### config.mk
export PLATFORM = sky130hd
export DESIGN_NAME = multi_bit_sreg_tap
export DESIGN_NICKNAME = d
export VERILOG_FILES = /design/src/rtl/multi_bit_sreg_tap.sv
export SDC_FILE = /design/constraint.sdc
export NUM_CORES = 1
export LEC_CHECK = 0
export CAP_MARGIN = 30
export CORE_ASPECT_RATIO = 1.5
export CORE_MARGIN = 1.5
export CORE_UTILIZATION = 60
export CTS_CLUSTER_DIAMETER = 120
export DETAILED_ROUTE_END_ITERATION = 10
export MAX_ROUTING_LAYER = met4
export PLACE_DENSITY = 0.86
export REMOVE_ABC_BUFFERS = 1
export SYNTH_ARGS = -nofsm -noshare
export SYNTH_HDL_FRONTEND = slang
export SYNTH_SLANG_ARGS = --single-unit
### constraint.sdc
create_clock -name clk -period 5.7 [get_ports clk]
set_clock_uncertainty 0.05 [all_clocks]
set_input_delay 0.57 -clock clk [delete_from_list [all_inputs] [get_ports clk]]
set_output_delay 0.57 -clock clk [all_outputs]
set_load 0.1 [all_outputs]
### src/rtl/multi_bit_sreg_tap.sv
// Multi-channel clock-enabled delay line with a runtime tap.
// Tracks fill depth so the selected tap reports when it holds real data.
module multi_bit_sreg_tap #(
    parameter int DW        = 4,
    parameter int CH        = 2,
    parameter int MAX_DEPTH = 8,
    parameter bit OUT_REG   = 1'b0,
    localparam int AW       = $clog2(MAX_DEPTH)
) (
    input  logic             clk,
    input  logic             rst,
    input  logic             ce,
    input  logic             flush,
    input  logic [AW-1:0]    tap_sel,
    input  logic [CH*DW-1:0] din,
    output logic [CH*DW-1:0] dout,
    output logic             dout_vld
);

    localparam int FW = $clog2(MAX_DEPTH + 1);
    localparam int WW = CH * DW;

    localparam logic [FW-1:0] DEPTH_MAX = FW'(MAX_DEPTH);
    localparam logic [FW-1:0] TAP_LAST  = FW'(MAX_DEPTH - 1);

    logic [WW-1:0] stg [MAX_DEPTH];
    logic [FW-1:0] fill_cnt;

    logic          clr;
    logic          adv;
    logic [FW-1:0] tap_ext;
    logic [FW-1:0] tap_eff;
    logic [AW-1:0] tap_idx;
    logic [FW-1:0] depth;
    logic [WW-1:0] sel_data;
    logic          sel_vld;

    // Clear dominates shifting; a shift only happens on a clean ce.
    assign clr = rst | flush;
    assign adv = ce & ~clr;

    // Stage storage: every lane shifts on the same enable.
    always_ff @(posedge clk) begin
        if (clr) begin
            for (int k = 0; k < MAX_DEPTH; k++) begin
                stg[k] <= '0;
            end
        end else if (adv) begin
            stg[0] <= din;
            for (int k = 1; k < MAX_DEPTH; k++) begin
                stg[k] <= stg[k-1];
            end
        end
    end

    // Fill count saturates at the full depth so it never wraps.
    always_ff @(posedge clk) begin
        if (clr) begin
            fill_cnt <= '0;
        end else if (adv && (fill_cnt != DEPTH_MAX)) begin
            fill_cnt <= fill_cnt + FW'(1);
        end
    end

    // Clamp an out-of-range tap to the last stage, then select it.
    always_comb begin
        tap_ext  = FW'(tap_sel);
        tap_eff  = (tap_ext >= DEPTH_MAX) ? TAP_LAST : tap_ext;
        tap_idx  = AW'(tap_eff);
        depth    = tap_eff + FW'(1);
        sel_data = stg[tap_idx];
        sel_vld  = (fill_cnt >= depth);
    end

    generate
        if (OUT_REG) begin : g_oreg
            logic [WW-1:0] dout_q;
            logic          vld_q;

            // Output stage samples the tap every clock, regardless of ce.
            always_ff @(posedge clk) begin
                if (clr) begin
                    dout_q <= '0;
                    vld_q  <= 1'b0;
                end else begin
                    dout_q <= sel_data;
                    vld_q  <= sel_vld;
                end
            end

            assign dout     = dout_q;
            assign dout_vld = vld_q;
        end else begin : g_comb
            assign dout     = sel_data;
            assign dout_vld = sel_vld;
        end
    endgenerate

endmodule
==> metrics.yaml <==
outcome: "complete, no violations"
areaGrowthSynthToFinish_pct: 15.2
ys_types: 28
first_global_vias: 1867
die-width_um: 62.8
path_max_fanout: 18
holdBufCountCts: 0
r2r_start: "fill_cnt[0]"
firstDrtPassIters: 4
hold_class: "flip-flop to flip-flop"
async_reset_ff_frac: 0
endpoint: "dout_vld"
required_ps: 5080
clkSinkCount: 68
worst-r2r-cell-count: 5
intPower_uw: 854
fill_cells: 347
setup_viol: 0
postCtsSetupBuffers: 0
p_per_area_nw_per_um2: 304
placed_cells: 302
drt_iter0_drc: 98
antenna-diode-count: 0
grt_max_degree: 53
comb_power_share: 0.107
r2r_slack_ps: 4170
core_um2: 5160
reg2reg_to: "fill_cnt[2]"
stdcell_count: 318
cts_resized: 0
grt-ovfl-total: 0
gp_congestion: 0.795
ys_ff_latch: 68
drv_cap: 0
final_nets: 267
syn_area_per_cell_um2: 14.3
clockRootBuffer: "clkbuf_8"
clock_path_buffers: 2
grt_first_pass_wirelength_mm: 9.52
final-max-slew-violation-count: 0
cp_cell_sequence: "clkdlybuf4s50_1 > nand3_1 > ha_1 > nand2_1 > o21ai_1 > clkdlybuf4s50_1"
p_leak_uw: 0.00165
row_count: 32
dpl.hpwl_mm: 3.45
cp-startpoint: "tap_sel[2]"
floorplan.initialDensity: 0.622
rsz0062_at_grt: "false"
synth_flop_cell: "edfxtp_1"
fmax_mhz: 247
clkLatencyLatePin_ps: 350
tritoncts: "yes"
design.die.area_um2: 5810
worst_path_most_repeated_cell: "clkdlybuf4s50_1"
post-route-drc-count: 0
routed_wl_mm: 5.72
pwr-share-clk: 0.379
cp-start-kind: "input port"
slowest_delay_ps: 1140
swShare: 0.241
numPortBuffers: 23
tightest_slew_ps: 1000
num_vias: 1887
path_class: "input port to primary output"
relSlewSlack: 0.330
cts_buffers: 9
post-route-min-period_ps: 4050
die_h_um: 92.6
pwr-share-seq: 0.514
synth-edff-count: 64
path_clk_slew_ps: 70
postRouteAntennaNets: 0
final_layout_size_suffix_gt1_frac: 0.132
yosysSeqAreaShare: 0.623
pre_cts_ws_ps: 1640
ios: 24
period_share: 0.711
htree_levels: 3
drt-wirelength-per-cell_um: 18.0
critPathSlowestCell: "clkdlybuf4s50_1"
synth_cells: 224
arrival_ps: 3430
switchingPower_uw: 271
antenna_found_initial: 0
vias_per_cell: 5.93
ys_warn_count: 0
hold_slack_ps: 471
tns_ps: 0
hold_viol: 0
syn-cell-area_um2: 3210
grt_usage: 0.229
layout_setup_ws_ps: 1650
worst_setup_path_end_kind: "primary output"
peakVddDrop_mv: 0.251
==> power by group through the flow <==
| stage | clock network (uW) | logic (uW) | registers (uW) |
|---|---|---|---|
| detailed placement | 0 | 120 | 589 |
| global placement | 0 | 117 | 588 |
| CTS | 432 | 121 | 578 |
| finish | 426 | 120 | 578 |
| floorplan | 0 | 77.4 | 584 |
| global route | 449 | 127 | 581 |
==> placed cells by master (no fill, tap or decap), drive strengths merged, types with 2 or more instances in the layout <==
cell           Yosys  final
o211ai             2      2
clkdlybuf4s50      0     23
ha                 7      7
clkinv             0      4
and3              48     48
edfxtp            64     64
inv                5      5
and2              16     16
o31ai              2      2
buf                5      4
a21oi              2      2
mux4              16     16
clkbuf            12      9
bufinv             0      2
nand2             30     30
dfxtp              4      4
==> synth_stat cells (2+ instances only) <==
library cell	n	area share
edfxtp_1	64	0.60
and3_1	48	0.093
nand2_1	30	0.035
and2_1	16	0.031
clkbuf_1	12	0.014
mux4_2	9	0.063
ha_1	7	0.027
mux4_1	7	0.057
dfxtp_1	4	0.025
buf_2	3	0.0047
inv_1	3	0.0035
a21oi_1	2	0.0031
inv_2	2	0.0023
o211ai_1	2	0.0047
o31ai_1	2	0.0047
==> logic make-up (layout without fill, tap and decap cells) <==
group / count (synthesis) / in the layout / synth area share
xor gates and xnor gates: 2 / 2 / 0.00545
buffers and inverters: 22 / 48 / 0.0343
adders and majority gates: 7 / 7 / 0.0273
AOI/OAI and AO/OA: 8 / 8 / 0.0164
DFF: 68 / 68 / 0.623
and+or+nand+nor: 101 / 101 / 0.173
muxes: 16 / 16 / 0.120
==> metal layers <==
metal / up-vias / track usage / share of wire
li1: 890 / - / -
met1: 929 / 0.306 / 0.43
met2: 49 / 0.334 / 0.50
met3: 19 / 0.0267 / 0.024
met4: 0 / 0.157 / 0.039
met5: - / - / 0
==> layout make-up <==
class,count,area (um^2),area share
Multi-Input combinational cell,134,1110,0.299
Clock buffer,9,124,0.0335
Tap cell,68,85.1,0.0230
Clock inverter,7,91.3,0.0247
Sequential cell,68,2000,0.541
Timing Repair Buffer,27,273,0.0737
Inverter,5,18.8,0.00507
==> stage by stage <==
step,utilization,cell area [um^2],power [uW]
CTS,0.717,3700,1130
finish,0.717,3700,1120
floorplan,-,3120,661
global route,0.717,3700,1160
global placement,0.671,3470,705
detailed placement,0.675,3490,709
==> state kept, by name, summed over array words and instances, names as in the netlist <==
signal	cells
stg	64
fill_cnt	4
==> critical path, delay by kind of cell <==
family | cells | cell delay (ps)
AOI/OAI and AO/OA | 1 | 110
adders and majority gates | 1 | 330
buffers and inverters | 2 | 2180
and+or+nand+nor | 2 | 230
==> worst min-delay path by stage <==
stage	from	to	slack (ps)	depth (start not counted)
after global placement	fill_cnt[2]	fill_cnt[2]	460	2
after global routing	fill_cnt[2]	fill_cnt[2]	500	2
final	fill_cnt[2]	fill_cnt[2]	470	2
after CTS	fill_cnt[2]	fill_cnt[2]	480	2
after floorplan	fill_cnt[2]	fill_cnt[2]	420	2
after detailed placement	fill_cnt[2]	fill_cnt[2]	470	2
Note: power is estimated with default switching activity, not from simulation.
